**config.mk**
```make
export PLATFORM = sky130hd
export DESIGN_NAME = alu_arbiter
export DESIGN_NICKNAME = d
export VERILOG_FILES = /design/src/rtl/alu_pkg.sv /design/src/rtl/rr_arb2.sv /design/src/rtl/alu_arbiter.sv
export SDC_FILE = /design/constraint.sdc
export NUM_CORES = 1
export LEC_CHECK = 0
export CAP_MARGIN = 20
export CORE_MARGIN = 3
export CORE_UTILIZATION = 37
export CTS_BUF_LIST = sky130_fd_sc_hd__clkbuf_4
export CTS_CLUSTER_DIAMETER = 40
export DETAILED_ROUTE_END_ITERATION = 8
export GPL_ROUTABILITY_DRIVEN = 0
export PLACE_DENSITY = 0.82
export SYNTH_ARGS = -nofsm -noshare
export SYNTH_HDL_FRONTEND = slang
export SYNTH_HIERARCHICAL = 1
export SYNTH_SLANG_ARGS = --single-unit
export TNS_END_PERCENT = 50
```
**constraint.sdc**
```tcl
create_clock -name clk -period 1.7 [get_ports clk]
set_input_delay 0.34 -clock clk [delete_from_list [all_inputs] [get_ports clk]]
set_output_delay 0.34 -clock clk [all_outputs]
set_load 0.01 [all_outputs]
```
**src/rtl/alu_pkg.sv**
```systemverilog
// Shared constants for the ALU arbiter: op-codes, default width and FSM states.
package alu_pkg;
  localparam int ALU_DW = 18;

  localparam logic [3:0] ALU_NOP = 4'b0000;
  localparam logic [3:0] ALU_AND = 4'b0001;
  localparam logic [3:0] ALU_OR  = 4'b0010;
  localparam logic [3:0] ALU_INC = 4'b0011;
  localparam logic [3:0] ALU_XOR = 4'b0100;
  localparam logic [3:0] ALU_NOT = 4'b0101;
  localparam logic [3:0] ALU_DEC = 4'b0110;
  localparam logic [3:0] ALU_SHL = 4'b0111;
  localparam logic [3:0] ALU_SHR = 4'b1000;
  localparam logic [3:0] ALU_ADD = 4'b1001;
  localparam logic [3:0] ALU_SUB = 4'b1010;
  localparam logic [3:0] ALU_MUL = 4'b1011;
  localparam logic [3:0] ALU_DIV = 4'b1100;
  localparam logic [3:0] ALU_CAT = 4'b1101;

  typedef enum logic [1:0] {
    ST_IDLE    = 2'd0,
    ST_ISSUE   = 2'd1,
    ST_CAPTURE = 2'd2,
    ST_RESP    = 2'd3
  } state_t;

  // Ops outside NOP..CAT, and b/a with a==0, never reach the ALU.
  function automatic logic op_illegal(input logic [3:0] op, input logic a_zero);
    return (op == ALU_NOP) || (op > ALU_CAT) || ((op == ALU_DIV) && a_zero);
  endfunction
endpackage

```
**src/rtl/rr_arb2.sv**
```systemverilog
// Two-way round-robin picker; the last-grant pointer moves only on upd_i.
module rr_arb2 (
  input  logic       clk,
  input  logic       rst,
  input  logic [1:0] req_i,
  input  logic       upd_i,
  output logic [1:0] win_o
);
  // last_q = 1 means requester 1 was granted last, so requester 0 is favoured.
  logic last_q, last_d;

  always_comb begin
    win_o  = 2'b00;
    last_d = last_q;
    case (req_i)
      2'b01:   win_o = 2'b01;
      2'b10:   win_o = 2'b10;
      2'b11:   win_o = last_q ? 2'b01 : 2'b10;
      default: win_o = 2'b00;
    endcase
    if (upd_i && (win_o != 2'b00)) last_d = win_o[1];
  end

  always_ff @(posedge clk) begin
    if (rst) last_q <= 1'b1;
    else     last_q <= last_d;
  end
endmodule

```
**src/rtl/alu_arbiter.sv**
```systemverilog
// Arbitrates two requesters onto one registered ALU; each transaction walks
// IDLE -> ISSUE -> CAPTURE -> RESP with operands latched at acceptance.
module alu_arbiter
  import alu_pkg::*;
#(
  parameter int DW = ALU_DW
) (
  input  logic          clk,
  input  logic          rst,
  input  logic [1:0]    req,
  input  logic [3:0]    op0,
  input  logic [3:0]    op1,
  input  logic [DW-1:0] a0,
  input  logic [DW-1:0] b0,
  input  logic [DW-1:0] a1,
  input  logic [DW-1:0] b1,
  output logic [1:0]    gnt,
  output logic [1:0]    done,
  output logic [DW-1:0] res,
  output logic          res_lsb,
  output logic          res_neg,
  output logic          err,
  output logic [3:0]    alu_sel,
  output logic [DW-1:0] alu_a,
  output logic [DW-1:0] alu_b,
  input  logic [DW-1:0] alu_c,
  input  logic          alu_lsb,
  input  logic          alu_neg
);
  state_t        state_q, state_d;
  logic [1:0]    own_q, own_d;
  logic [3:0]    op_q, op_d;
  logic [DW-1:0] a_q, a_d, b_q, b_d;
  logic          ill_q, ill_d;
  logic [DW-1:0] res_q, res_d;
  logic          lsb_q, lsb_d, neg_q, neg_d, err_q, err_d;

  logic          accept;
  logic [1:0]    win;

  assign accept = (state_q == ST_IDLE) && (req != 2'b00);

  rr_arb2 u_arb (
    .clk   (clk),
    .rst   (rst),
    .req_i (req),
    .upd_i (accept),
    .win_o (win)
  );

  always_comb begin
    state_d = state_q;
    own_d   = own_q;
    op_d    = op_q;
    a_d     = a_q;
    b_d     = b_q;
    ill_d   = ill_q;
    res_d   = res_q;
    lsb_d   = lsb_q;
    neg_d   = neg_q;
    err_d   = err_q;
    gnt     = 2'b00;
    done    = 2'b00;
    alu_sel = ALU_NOP;
    alu_a   = '0;
    alu_b   = '0;
    case (state_q)
      ST_IDLE: begin
        if (accept) begin
          state_d = ST_ISSUE;
          own_d   = win;
          op_d    = win[1] ? op1 : op0;
          a_d     = win[1] ? a1  : a0;
          b_d     = win[1] ? b1  : b0;
          ill_d   = op_illegal(win[1] ? op1 : op0, (win[1] ? a1 : a0) == '0);
        end
      end
      ST_ISSUE: begin
        gnt     = own_q;
        alu_sel = ill_q ? ALU_NOP : op_q;
        alu_a   = a_q;
        alu_b   = b_q;
        state_d = ST_CAPTURE;
      end
      ST_CAPTURE: begin
        res_d   = ill_q ? '0   : alu_c;
        lsb_d   = ill_q ? 1'b0 : alu_lsb;
        neg_d   = ill_q ? 1'b0 : alu_neg;
        err_d   = ill_q;
        state_d = ST_RESP;
      end
      ST_RESP: begin
        done    = own_q;
        state_d = ST_IDLE;
      end
      default: state_d = ST_IDLE;
    endcase
  end

  always_ff @(posedge clk) begin
    if (rst) begin
      state_q <= ST_IDLE;
      own_q   <= 2'b00;
      op_q    <= ALU_NOP;
      a_q     <= '0;
      b_q     <= '0;
      ill_q   <= 1'b0;
      res_q   <= '0;
      lsb_q   <= 1'b0;
      neg_q   <= 1'b0;
      err_q   <= 1'b0;
    end else begin
      state_q <= state_d;
      own_q   <= own_d;
      op_q    <= op_d;
      a_q     <= a_d;
      b_q     <= b_d;
      ill_q   <= ill_d;
      res_q   <= res_d;
      lsb_q   <= lsb_d;
      neg_q   <= neg_d;
      err_q   <= err_d;
    end
  end

  assign res     = res_q;
  assign res_lsb = lsb_q;
  assign res_neg = neg_q;
  assign err     = err_q;
endmodule
```
==> results of run 1 <==
worst paths after layout:
path                            cells past startpoint  slack (ns)                   to
worst max-delay path                                6       -0.13             alu_a[2]
worst max register to register                      5       -0.02   ill_q$_SDFFE_PP0P_
worst min register to register                      2        0.50  a_q[9]$_SDFFE_PP0P_
worst min-delay path                                3        0.43  res[2]$_SDFFE_PP0P_
sequential cells by signal, summed over array words and instances, names as in the netlist:
| name | cells |
|---|---|
| a_q | 18 |
| b_q | 18 |
| err | 1 |
| ill_q | 1 |
| op_q | 4 |
| own_q | 2 |
| res | 18 |
| res_lsb | 1 |
| res_neg | 1 |
| state_q | 2 |
| u_arb/last_q | 1 |
cell families (layout without fill, tap and decap cells):
kind of cell	after synthesis	after routing
and+or+nand+nor	154	154
muxes	43	43
buffers and inverters	32	222
AOI/OAI and AO/OA	71	71
DFF	67	67
adders and majority gates	4	4
what timing repair did:
item                       CTS  global route
gates cloned                 1             3
hold endpoints to repair     0             0
pin swaps                    6             7
setup endpoints to repair   73            88
setup buffers                3             6
resized for setup          206            52
metal layers:
layer | part of all wire [%] | track usage [%] | vias to the layer above
li1 | - | - | 1664
met5 | 0 | 0 | -
met4 | 1.7 | 6.303 | 0
met2 | 50 | 32.85 | 124
met3 | 7.3 | 4.278 | 19
met1 | 41 | 23.82 | 1499
layout by cell type, fill, tap and decap left out, drive strengths merged:
master           n
a211o            1
a211oi          40
a21boi           2
a21oi           22
a221o            1
a311oi           1
a31oi            2
and2            44
and3             1
buf             80
bufinv           1
clkbuf          13
clkdlybuf4s50  121
clkinv           2
dfxtp           67
dlygate4sd2      2
ha               4
inv              3
mux2i           43
nand2            3
nand3            4
nand3b           1
nor2            65
nor2b           23
nor3             3
nor4             7
nor4b            1
o21bai           2
or3              1
or3b             1
worst register-to-register path: cells and delay by family, from the launching register on:
family / cells / cell delay, ns
compound gates: 4 / 0.91
simple gates: 1 / 0.39
flops: 1 / 0.35
metrics by stage:
stage	utilization, %	hold slack, ns
after floorplan	-	0.4503
after global placement	61.84	0.4767
after detailed placement	61.84	0.4873
after CTS	62.36	0.4083
after global routing	66.10	0.4330
final	66.10	0.4307
final cells by class:
class	count	area (um^2)	share of cell area [%]
clock buffers	12	90.09	1.634
clock inverters	3	40.04	0.7263
inverters	3	11.26	0.2043
multi-input cells	272	1914	34.73
flip-flops and latches	67	1344	24.38
well taps	105	131.4	2.383
repair buffers	204	1982	35.95
power breakdown:
part / switching [mW] / leakage (nW) / internal (mW)
Combinational: 1.67 / 1.68 / 1.93
Sequential: 0.232 / 0.553 / 2.04
Clock: 0.522 / 0.0772 / 0.488
==> metrics.txt, run 1 <==
pwr dens 1250 nW/um^2; Port Buf Inserts 168; final setup vio count 34; Worst-Skew Late Latency 0.38 ns; pre-CTS worst setup slack -0.6658 ns; LEAKAGE 2.305 nW; dpl cells 639; Setup Skew about 0.0096 ns; MaxCap Viol Count 0; fin worst setup slack -0.1301 ns; Max Fanout on Critical Path 17; num rows 33; Post-Syn Area between 3000 and 4000 um^2; register bit total from synthesis 67; HP Class primary input to flip-flop; Finished Cell Area approximately 5500 um^2; syn nets 479; pin count of the biggest net entering global routing 68; critical path arrival 1.49 ns; CTS sink count 67; critical path launch point type flip-flop; CTS tree yes; CP Capture Type primary output; EDFF count, synth 0; Synth Flop Type dfxtp_1; Synth top area share between 40% and 50%; Crit. Startpoint state_q[1]$_SDFFE_PP0P_; Boundary Pins 169; most frequent cell after synthesis dfxtp_1; Critical R2R Launch u_arb/last_q$_SDFFE_PP1P_; mux share of post-synthesis cell area 13.30%; die area 9906 um^2; setup tns final -3.657 ns; dpl hpwl approximately 7.3 mm; Synth top cells by count dfxtp_1 (67), nor2_1 (65), and2_1 (44), mux2i_1 (43), a211oi_1 (40); gr usage total 19.18%; fin crit period 1.830 ns; DR vias 3,306; cells along the critical path inv_2 -> ha_4 -> buf_6 -> buf_12 -> and2_4 -> buf_2; unrepaired setup endpoints after global routing true; final hold violations 0; Bufs on Longest Clock Path 2; initial antenna violation count 0; first-pass GRT wire length about 16 mm; violated checks setup timing; htree depth 3; fin cells 666; grt ovf 0; Buffers & Inverters on Critical Path 4; CP max stage delay 0.35 ns; DRC Markers 0; final WL 10.16 mm; sequential element share of the synthesized area 41.44%; Post-Synth XOR/XNOR Area 0%; layout cells sized above 1 24.78%; CP top delay family buffers and inverters; worst setup path class flip-flop to primary output; Synth Instances 371; CP required 1.36 ns; cell taking the most area after synthesis dfxtp_1; status finished, violations left; largest family of logic cells by synthesized area simple AND/OR/NAND/NOR gates; compound-cell area share of the yosys netlist 14.96%; drt wl/cell 15.26 um; Final Total Pwr slightly below 7 mW; TritonCTS Buffers 9; diode count 0; ratio of final minimum period to clock period 107.7%; slew at the pin closest to its max-slew limit about 0.32 ns; CP max-delay cell dfxtp_2; Worst-path clk slew 0.10 ns; vias per cell just under 5; vias in the first global route around 3,300; clk root buf clkbuf_4; adder-cell share of the synthesized area ~1.5%; asr flop ratio synth 0%; Max VDD drop ~0.63 mV; TritonRoute pass-1 iters 4; Post-DRT Antenna Nets 0; simple-gate share of the synthesized area 24.58%; Max Clock Freq 546.4 MHz; hold_buf cts 0; syn_area_per_cell 8.725 um^2; worst hold start rst; DR iter-0 viols 98; Initial Utilization ~39%; Die X approximately 100 um; Max-slew headroom 78.14%; Nets ~670; Distinct cells, synth 29; Max Slew Vio Count 0; DIE HEIGHT 99.53 um; top post-synthesis cells by area dfxtp_1 (41%), mux2i_1 (13%), a211oi_1 (9.3%); # fillers 699; P&R area growth vs syn 70.31%; area of the core between 8000 and 9000 um^2; yosys synthesis warning count 6; Placed Area 5157 um^2
(Power assumes the default switching activity.)
==> run 2: changes to the inputs <==
--- a/config.mk
+++ b/config.mk
@@ -13,6 +13,7 @@
 export DETAILED_ROUTE_END_ITERATION = 8
 export GPL_ROUTABILITY_DRIVEN = 0
 export PLACE_DENSITY = 0.82
+export SETUP_SLACK_MARGIN = 0.2
 export SYNTH_ARGS = -nofsm -noshare
 export SYNTH_HDL_FRONTEND = slang
 export SYNTH_HIERARCHICAL = 1
==> run 2 against run 1 <==
Register-to-register slack worse by 0.13 ns; the flow still finishes with violations (setup timing); global-route usage is 5.0 points higher; die area stayed put; via count is 11% higher; first-iteration DRC count is 3.1% higher; design area is 18% higher; highest routed layer unchanged; utilization is 12 points higher; hold slack worse by 0.082 ns; largest power group unchanged.
==> metrics.txt, run 2 (synthesis gave the netlist of run 1 again) <==
TritonRoute pass-1 iters 4 (unchanged); status finished, violations left; grt ovf 0 (unchanged); unrepaired setup endpoints after global routing true; area of the core 8341 um^2 (unchanged); most common cell after layout, fill and taps aside clkdlybuf4s50_1; ratio of final minimum period to clock period 112.2% (+4.5 points); Worst-path clk slew 0.12 ns (+0.02 ns); fin worst setup slack -0.2066 ns (-0.07656 ns); DR iter-0 viols 101 (+3.1%); violated checks setup timing; Finished Cell Area 6514 um^2 (+18%); gr usage total 24.22% (+5.0 points); Die X 99.53 um (unchanged); Post-DRT Antenna Nets 0 (unchanged); net switching power figure 3.442 mW (+42%); Boundary Pins 169 (unchanged); Max Clock Freq 524.5 MHz (-4.0%); Nets 693 (+4.2%); final WL 12.83 mm (+26%); slew at the pin closest to its max-slew limit 0.4942 ns (+0.1692 ns); layout cells sized above 1 39.32% (+15 points); CTS sink count 67 (unchanged); critical path launch point type flip-flop; MaxCap Viol Count 0 (unchanged); Placed Area 5223 um^2 (+1.3%); vias in the first global route 3,907 (+20%); final hold violations 0 (unchanged); switching share of power 36.38% (+1.1 points); diode count 0 (unchanged); CP max-delay cell dfxtp_2; Max VDD drop 0.6871 mV (+9.0%); Buffers & Inverters on Critical Path 4 (unchanged); most frequent cells in the layout clkdlybuf4s50_1 (100), dfxtp_1 (64), nor2_1 (49); DRC Markers 0 (unchanged); CP Capture Type primary output; Cell Int Power 6.019 mW (+35%); CTS tree yes; Seq pwr share 25.3% (-7.7 points); fin crit period 1.907 ns (+0.07656 ns); DIE HEIGHT 99.53 um (unchanged); Bufs on Longest Clock Path 2 (unchanged); Max-slew headroom 66.75% (-11 points); Setup Skew 0.01628 ns (+0.006708 ns); pre-CTS worst setup slack -0.5273 ns (+0.1385 ns); initial antenna violation count 0 (unchanged); Max Slew Vio Count 0 (unchanged); drt wl/cell 18.45 um (+21%); CP max stage delay 0.36 ns (about the same); CP required 1.36 ns (about the same); pin count of the biggest net entering global routing 31 (-54%); clk root buf clkbuf_4; Worst-Skew Late Latency 0.42 ns (+0.04 ns); Port Buf Inserts 168 (unchanged); worst setup path class flip-flop to primary output; die area 9906 um^2 (unchanged); P&R area growth vs syn 101.2%; cells along the critical path inv_2 -> ha_4 -> buf_12 -> buf_16 -> and2_4 -> buf_6; num rows 33 (unchanged); Initial Utilization 38.81% (unchanged); final setup vio count 80 (+140%); CP top delay family buffers and inverters; TritonCTS Buffers 9 (unchanged); pwr dens 1452 nW/um^2 (+16%); Max Fanout on Critical Path 8 (-9); htree depth 3 (unchanged); dpl hpwl 7.596 mm (+4.6%); Final Util 78.10% (+12 points); critical path arrival 1.57 ns (+0.08 ns); Logic pwr share 61.9% (+9.6 points); DR vias 3,664 (+11%); first-pass GRT wire length 19.14 mm (+23%); LEAKAGE 2.757 nW (+20%); HP Class primary input to flip-flop; power share of the clock group 12.8% (-1.9 points); vias per cell 5.272 (+6.2%)
-- run 2: path summary, 6_finish.rpt --
path	cells past startpoint	endpoint	start	slack (ns)
worst max-delay path	6	alu_a[0]	state_q[1]$_SDFFE_PP0P_	-0.21
worst min-delay path	2	own_q[1]$_SDFFE_PP0P_	rst	0.35
worst max register to register	11	op_q[3]$_SDFFE_PP0P_	state_q[0]$_SDFFE_PP0P_	-0.15
worst min register to register	2	a_q[6]$_SDFFE_PP0P_	a_q[6]$_SDFFE_PP0P_	0.53
-- run 2: timing repair --
action                     in CTS  in global routing
cloned                         10                  5
resized for setup             358                 37
hold buffers                    0                  0
pin swaps                      51                 17
setup buffers                  12                  6
setup endpoints to repair     124                110
-- run 2: area by class of cell --
cell class | count | area, um^2
multi-input combinational | 272 | 2240
fill | 538 | 1827
inverter | 3 | 13.76
sequential | 67 | 1348
timing repair buffer | 232 | 2621
tap | 105 | 131.4
clock buffer | 9 | 67.56
clock inverter | 7 | 92.59
-- run 2: stage by stage --
stage,hold slack [ns],TNS (ns),instances,power (mW)
final,0.3491,-9.947,695,9.460
after global routing,0.3483,-15.75,695,9.931
after CTS,0.3264,-8.129,684,8.497
after detailed placement,0.4868,-23.71,646,5.293
after global placement,0.4736,-29.75,645,5.188
after floorplan,0.4503,0,371,3.888
-- run 2: layer usage --
metal / global-route usage (%) / wire [um] / vias to the layer above
li1: - / - / 1721
met1: 26.55 / 4970 / 1746
met2: 43.29 / 6500 / 164
met3: 6.802 / 972 / 33
met4: 10.82 / 381 / 0
met5: 0 / 0 / -
-- run 2: power by group through the flow --
stage | Sequential [mW] | Clock (mW) | Combinational (mW)
final | 2.39 | 1.21 | 5.86
after global routing | 2.45 | 1.30 | 6.18
after CTS | 2.33 | 1.20 | 4.96
after detailed placement | 2.29 | 0 | 3.01
after global placement | 2.26 | 0 | 2.93
after floorplan | 2.28 | 0 | 1.61
==> run 3: changes to the inputs <==
--- a/config.mk
+++ b/config.mk
@@ -13,7 +13,9 @@
 export DETAILED_ROUTE_END_ITERATION = 8
 export GPL_ROUTABILITY_DRIVEN = 0
 export PLACE_DENSITY = 0.82
+export REMOVE_ABC_BUFFERS = 1
 export SETUP_SLACK_MARGIN = 0.2
+export SLEW_MARGIN = 40
 export SYNTH_ARGS = -nofsm -noshare
 export SYNTH_HDL_FRONTEND = slang
 export SYNTH_HIERARCHICAL = 1
==> run 3 against run 2 <==
The flow still finishes with violations (setup timing); setup slack gained 0.030 ns; power fell by 7.4%; sequential power increased by 2%; first-iteration DRC count rose by 3.0%; sequential share of layout area up 0.40 points; cell count shrank 1.9%; design area fell by 1.9%; die area is the same; hold slack improved by 0.037 ns; fmax grew 1.6%; via count fell by 2.8%; combinational power shrank 6.7%; largest cell class unchanged; largest power group unchanged.
==> metrics.txt, run 3 (synthesis gave the netlist of run 1 again) <==
status finished, violations left; violated checks setup timing; DRC Markers 0 (unchanged); Boundary Pins 169 (unchanged); CP Capture Type primary output; Worst-path clk slew 0.12 ns (about the same); area of the core 8341 um^2 (unchanged); Max Slew Vio Count 0 (unchanged); DR vias 3,561 (-2.8%); Max-slew headroom 60.64% (-6.1 points); Cell Int Power 5.401 mW (-10%); CP max stage delay 0.34 ns (-0.02 ns); CP required 1.36 ns (about the same); # fillers 554 (+3.0%); Post-DRT Antenna Nets 0 (unchanged); critical path launch point type flip-flop; die area 9906 um^2 (unchanged); DIE HEIGHT 99.53 um (unchanged); most frequent cells in the layout clkdlybuf4s50_1 (100), dfxtp_1 (64), buf_6 (51); final hold slack 0.3865 ns (+0.03737 ns); most common cell after layout, fill and taps aside clkdlybuf4s50_1; setup tns final -6.133 ns (+3.814 ns); fin crit period 1.876 ns (-0.03025 ns); Setup Skew 0.01210 ns (-0.004180 ns); Critical R2R Launch state_q[0]$_SDFFE_PP0P_; P&R area growth vs syn 97.45%; Max VDD drop 0.7620 mV (+11%); first-pass GRT wire length 17.31 mm (-9.6%); power share of the clock group 9.7% (-3.1 points); vias per cell 5.221 (-0.96%); diode count 0 (unchanged); net switching power figure 3.361 mW (-2.4%); Max Clock Freq 532.9 MHz (+1.6%); Sequential cell area 1348 um^2 (unchanged); num rows 33 (unchanged); clk root buf clkbuf_4; vias in the first global route 3,660 (-6.3%); worst hold start rst; final WL 12.22 mm (-4.7%); final setup vio count 44 (-45%); cells along the critical path inv_2 -> ha_4 -> buf_6 -> nor2b_4 -> and2_1 -> buf_2; reg2reg path depth 10 (-1); area occupied by multi-input gates 2384 um^2 (+6.4%); slew at the pin closest to its max-slew limit 0.5891 ns (+0.09494 ns); layout cells sized above 1 42.98% (+3.7 points); WHS Path Cells 2 (unchanged); hold_buf cts 0 (unchanged); fin worst setup slack -0.1764 ns (+0.03025 ns); CTS tree yes; Initial Utilization 38.81% (unchanged); CTS sink count 67 (unchanged); pre-CTS worst setup slack -0.5915 ns (-0.06412 ns); Bufs on Longest Clock Path 2 (unchanged); Nets 680 (-1.9%); ratio of final minimum period to clock period 110.4% (-1.8 points); unrepaired setup endpoints after global routing true; Worst-Skew Late Latency 0.40 ns (-0.02 ns); Port Buf Inserts 168 (unchanged); htree depth 3 (unchanged); Final Util 76.63% (-1.5 points); HP Class primary input to flip-flop; Seq pwr share 27.9% (+2.6 points); grt ovf 0 (unchanged); initial antenna violation count 0 (unchanged); Crit. Startpoint state_q[1]$_SDFFE_PP0P_; pin count of the biggest net entering global routing 35 (+13%); final hold violations 0 (unchanged); MaxCap Viol Count 0 (unchanged); drt wl/cell 17.92 um (-2.9%); critical path arrival 1.54 ns (-0.03 ns); Die X 99.53 um (unchanged); worst setup path class flip-flop to primary output; gr usage total 21.65% (-2.6 points); pwr dens 1371 nW/um^2 (-5.6%); switching share of power 38.36% (+2.0 points); TritonRoute pass-1 iters 4 (unchanged); TritonCTS Buffers 9 (unchanged); dpl hpwl 7.408 mm (-2.5%); CP max-delay cell dfxtp_2; Max Fanout on Critical Path 4 (-4); Final Total Pwr 8.762 mW (-7.4%); DR iter-0 viols 104 (+3.0%); LEAKAGE 2.642 nW (-4.2%); Logic pwr share 62.4% (+0.5 points)
[run 3: cell count changes in the layout (fill, tap and decap cells not counted), sizes merged]
cell,before,now
buf,104,91
clkinv,3,6
bufinv,2,0
clkinvlp,2,1
[run 3: critical path, delay by kind of cell (launching register included)]
kind	cells	cell delay, ns
and+or+nand+nor	2	0.31
buffers and inverters	3	0.32
DFF	1	0.34
adders and majority gates	1	0.17
[run 3: path summary, 6_finish.rpt]
kind	end	slack, ns
hold / removal	a_q[4]$_SDFFE_PP0P_	0.39
setup / recovery	alu_sel[0]	-0.18
hold reg to reg	op_q[0]$_SDFFE_PP0P_	0.51
setup reg to reg	a_q[13]$_SDFFE_PP0P_	0.02
[run 3: timing repair]
item,in CTS,in global routing
pin swaps,54,47
cloned,4,5
endpoints found under the setup margin,129,108
buffers inserted,4,11
resized for setup,320,106
[run 3: layer usage]
metal,vias up,global-route usage [%],share of wire [%]
met1,1699,24.15,41
met2,140,39.31,51
met4,0,7.878,2.2
li1,1697,-,-
met5,-,0,0
met3,25,5.750,6.5
[run 3: power by group through the flow]
stage / clock, mW / combinational (mW) / sequential [mW]
final: 0.852 / 5.47 / 2.44
after global routing: 0.931 / 5.79 / 2.49
after CTS: 0.863 / 4.12 / 2.37
after detailed placement: 0 / 3.00 / 2.29
after global placement: 0 / 2.93 / 2.27
after floorplan: 0 / 1.34 / 2.16
[run 3: per-stage QoR]
step	std cells	instance area, um^2
2_1_floorplan	342	3113
3_3_place_gp	642	5192
3_5_place_dp	642	5195
4_1_cts	666	5702
5_1_grt	682	6391
6_report	682	6391
[run 3: layout make-up]
cell class / count / area share [%]
well taps: 105 / 2.056
clock inverters: 7 / 0.5482
clock buffers: 9 / 1.057
repair buffers: 219 / 37.74
inverters: 3 / 0.2153
flip-flops and latches: 67 / 21.08
multi-input cells: 272 / 37.29
